`src/rtl/load_updown_counter.sv`:
```
// Parameterized up/down binary counter with synchronous parallel load and count enable.
// Latency: load/count visible on data_out one edge after the controls are sampled.
// Backpressure: none; every input is sampled on every rising edge.
module load_updown_counter #(
    parameter int WIDTH = 8
) (
    input  logic             clk,
    input  logic             reset,
    input  logic [WIDTH-1:0] data_in,
    input  logic             load,
    input  logic             enable,
    input  logic             up_down,
    output logic [WIDTH-1:0] data_out
);

    localparam logic [WIDTH-1:0] ONE = WIDTH'(1);

    logic [WIDTH-1:0] r_count;
    logic [WIDTH-1:0] w_count_nxt;

    // Load outranks counting; with neither, the value holds.
    always_comb begin
        w_count_nxt = r_count;
        if (load) begin
            w_count_nxt = data_in;
        end else if (enable) begin
            if (up_down) begin
                w_count_nxt = r_count + ONE;
            end else begin
                w_count_nxt = r_count - ONE;
            end
        end
    end

    always_ff @(posedge clk or posedge reset) begin
        if (reset) begin
            r_count <= '0;
        end else begin
            r_count <= w_count_nxt;
        end
    end

    assign data_out = r_count;

endmodule

```
`config.mk`:
```
export PLATFORM = sky130hd
export DESIGN_NAME = load_updown_counter
export DESIGN_NICKNAME = d
export VERILOG_FILES = /design/src/rtl/load_updown_counter.sv
export SDC_FILE = /design/constraint.sdc
export NUM_CORES = 1
export LEC_CHECK = 0
export CAP_MARGIN = 20
export CORE_MARGIN = 8
export CORE_UTILIZATION = 48
export CTS_CLUSTER_SIZE = 20
export DETAILED_ROUTE_END_ITERATION = 6
export GPL_TIMING_DRIVEN = 1
export HOLD_SLACK_MARGIN = 0.05
export PLACE_DENSITY = 0.79
export SETUP_SLACK_MARGIN = 0.1
export SLEW_MARGIN = 0
export SYNTH_ARGS = -nofsm -noshare
export SYNTH_HDL_FRONTEND = slang
export SYNTH_SLANG_ARGS = --single-unit
```
`constraint.sdc`:
```
create_clock -name clk -period 4.7 [get_ports clk]
set_input_delay 0.94 -clock clk [delete_from_list [all_inputs] [get_ports clk]]
set_output_delay 0.94 -clock clk [all_outputs]
set_load 0.05 [all_outputs]
```
# After elaboration in Yosys (flattened, before gate mapping)
# Index checks and enable logic that the tools add are counted.
totals:
  regBits: 8
  in_bits: 13
  out_inout_bits: 8
  wordCells: 7
classes:
  n_addsub: 2
  n_mux: 3
  n_reduce_logical: 1
ops:
  columns: ["op", "n"]
  rows:
  - ["2-to-1 mux 8 bit", 3]
  - ["adder 8 x 1 -> 8 bit (second input constant)", 1]
  - ["subtractor 8 x 1 -> 8 bit (second input constant)", 1]
  - ["nonzero test 2 bit", 1]

# Depth between registers and ports, before layout
logic_depth:
  depth_word: 4
  mapped_depth: 7
  mapped_depth_nobuf: 7

# Worst setup path after synthesis
# No wires, ideal clock.
synth_path:
  path_kind: "input-to-reg"
  startpoint: "in up_down"
  endpoint: "reg r_count[7], in the netlist data_out[7]"
  setup_time_ns: 0.095
  arrival_ns: 2.525
  t_required_ns: 4.605
  setup_slack_ns: 2.080
  cell_stages: 7
  path_buffers: 0
  cell_sequence: "inv_1 > ha_1 > o21ai_1 > or3_1 > and4_4 > o31a_1 > o31ai_1"
synth_via:
  elab_chain_cells: 3
synth_lines:
  columns: ["element", "line", "text"]
  rows:
  - ["start: declaration", "12", "input logic up_down,"]
  - ["2-to-1 mux 8 bit", "27", "if (up_down) begin"]
  - ["2-to-1 mux 8 bit", "26", "end else if (enable) begin"]
  - ["2-to-1 mux 8 bit", "24", "if (load) begin"]
  - ["end signal: assignment", "39", "r_count <= w_count_nxt;"]
  - ["end: declaration", "18", "logic [WIDTH-1:0] r_count;"]
# Every way passes these cells. The select of a mux whose other input is x is not followed.
# A chain may end at the register's enable or synchronous reset.

# Worst setup path after layout
# Same ends and word-level chain as after synthesis.

==> metrics.cfg <==
[power_and_ir_drop]
irDropWorstVdd_mv = 0.1971
p_leak_uw = 0.0003972
power_frac_seq = 0.288
power.switching_uw = 135.3
comb_power_share = 0.534
powerDensity_nw_per_um2 = 345.3
p_sw_frac = 0.4306
clkPwrFrac = 0.178
internal_power_uw = 178.8

[placement]
gp_congestion = 0.8941
dp_hpwl_um = 1292
io_buffers = 20

[clock_tree]
postCtsHoldBufs = 0
cts.sinks = 8
clk_latency_ns = 0.26
cts_tree = built
cts_root_buf = clkbuf_4
cts.clk_slew.worst_paths_ns = 0.06
htreeDepth = 1
cts_resized = 0
post-cts-setup-buffer-count = 0
clk_path_buf_depth = 2
cts_buffers = 3

[hold_path]
hp-class = reg2reg

[sta]
finalCritPeriodShare = 0.6597
hold_slack_ns = 0.5606
hold_viol_final = 0
final-setup-viol-count = 0
fmax_ghz = 0.3225
tns_ns = 0
tightest_slew_ns = 0.5430
timing.final.crit_period_ns = 3.101
rsz0062_at_grt = false
drv_slew = 0
slew-limit-headroom = 0.6369
clock_skew_ns = 0.003488

[cells_and_area]
final_cell_mix = clkdlybuf4s50_1, dfrtp_1, nand2_1
drive_gt1_frac = 0.07292
largest_reg_flops = 8
diodes = 0
nets = 118
area_delta_synth_final_pct = 33.89
layout_commonest_cell = clkdlybuf4s50_1

[floorplan]
dieArea_um2 = 2875
die_y_um = 53.62
row_count = 13
pin_count = 21
start_util = 0.5157
core_um2 = 1318
die_w_um = 53.62

[global_routing]
grt_max_degree = 18
grt_usage = 0.1334
grt_pass1_vias = 622
overflow = 0
antenna_found_initial = 0
grt_pass1_wl_um = 2898

[setup_path]
critPathMaxFanout = 7
crit_cells = 8
path_cells = clkdlybuf4s50_1, inv_1, ha_1, o21ai_1, or3_1, and4_4, o31a_1, o31ai_1
start_kind = input port
r2r_slack_ns = 2.65
reg2reg_from = data_out[2]$_DFFE_PP0P_
cp-startpoint = up_down
critPathCapture = data_out[7]$_DFFE_PP0P_
cp_slowest_cell = clkdlybuf4s50_1
critPathKind = in2reg
worstRegToRegCells = 6
crit_buf_inv = 2
slowest_delay_ns = 0.54
timing.rr.end = data_out[7]$_DFFE_PP0P_
worstPathRequired_ns = 4.87
critical-path-top-delay-family = buffers and inverters
worstPathArrival_ns = 3.27
end_kind = register

[synth]
synth_top_cell_area_share = 0.2947
netlist_top_cells_area = dfrtp_1, ha_1, a211oi_1
yosys_register_bits = 8
syn_area_per_cell_um2 = 8.940
synth_cells = 76
synth_area_leader_cell = dfrtp_1
synth-seq-area-share = 0.2947
yosysWarnings = 0
synth_area_um2 = 679.4
synth_fp_nets = 96
synth_cell_types = 31

[route]
drc = 0
viasPerCell = 6.117
dr.pass1.iters = 4
totalWireLength_um = 1673
via_count = 679
ant_nets = 0
wire_per_inst_um = 15.07
drt-initial-drc-count = 27

[job]
cap_violations = 0

[outcome]
status = finished clean

## worst reg2reg max path: cells and delay by family, from the launching register on
| kind | cells | cell delay [ns] |
|---|---|---|
| AO/OA/AOI/OAI | 3 | 0.61 |
| adder cells (fa/ha/maj) | 1 | 0.37 |
| flip-flops | 1 | 0.40 |
| AND/OR/NAND/NOR | 2 | 0.58 |
## cells in the mapped netlist, drive strengths merged
master / instances
dfrtp: 8
nand2: 8
o21ai: 8
ha: 6
a21oi: 5
a211oi: 4
inv: 4
a21o: 3
clkbuf: 3
mux2: 2
nand4b: 2
nor2: 2
nor4b: 2
o21bai: 2
o22ai: 2
xnor2: 2
a211o: 1
a22o: 1
and3b: 1
and4: 1
fa: 1
mux2i: 1
nand3: 1
nor2b: 1
nor3: 1
nor4: 1
o31a: 1
o31ai: 1
or3: 1
## power groups by stage
stage	logic, uW	registers (uW)	clock network (uW)
after floorplan	79.6	128	0
after CTS	168	90.5	56.7
after global placement	163	91.6	0
after detailed placement	166	91.5	0
after global routing	182	92.2	59.9
final	168	90.5	56.1
## worst min-delay path by stage
stage                                        from                       to  cells past startpoint
after floorplan                             reset  data_out[0]$_DFFE_PP0P_                      1
after global placement    data_out[5]$_DFFE_PP0P_  data_out[5]$_DFFE_PP0P_                      2
after detailed placement  data_out[5]$_DFFE_PP0P_  data_out[5]$_DFFE_PP0P_                      2
after CTS                 data_out[5]$_DFFE_PP0P_  data_out[5]$_DFFE_PP0P_                      2
after global routing      data_out[5]$_DFFE_PP0P_  data_out[5]$_DFFE_PP0P_                      2
final                     data_out[5]$_DFFE_PP0P_  data_out[5]$_DFFE_PP0P_                      2
## layout make-up
cell class                      instances  area, um2
Multi-Input combinational cell         61      452.9
Fill cell                             104      407.9
Sequential cell                         8      200.2
Timing Repair Buffer                   20      200.2
Clock buffer                            3      22.52
Tap cell                               15      18.77
Inverter                                4      15.01
## per-layer routing
metal  part of all wire  vias to the layer above  global-route usage
met4              0.023                        0             0.06303
li1                   -                      331                   -
met5                  0                        -                   0
met3              0.069                        7             0.04408
met1               0.45                      319              0.1772
met2               0.45                       22              0.1895
## per-stage QoR
step / setup WS, ns / cells / area [um2] / power [uW] / utilization
after floorplan: 2.080 / 76 / 679.4 / 207.6 / -
after global placement: 1.421 / 108 / 887.1 / 254.6 / 0.6733
after detailed placement: 1.347 / 108 / 887.1 / 257.3 / 0.6733
after CTS: 1.605 / 111 / 909.6 / 314.7 / 0.6904
after global routing: 1.420 / 111 / 909.6 / 334.4 / 0.6904
final: 1.599 / 111 / 909.6 / 314.1 / 0.6904
## kinds of logic (layout without fill, tap and decap cells)
family | Yosys count | count (layout) | synth area share
mux | 3 | 3 | 0.04788
flops | 8 | 8 | 0.2947
simple gates | 21 | 21 | 0.1897
fa+ha+maj | 7 | 7 | 0.1400
xor+xnor | 2 | 2 | 0.02579
buf+inv | 7 | 27 | 0.03867
compound gates | 28 | 28 | 0.2633
(Power assumes the default switching activity.)
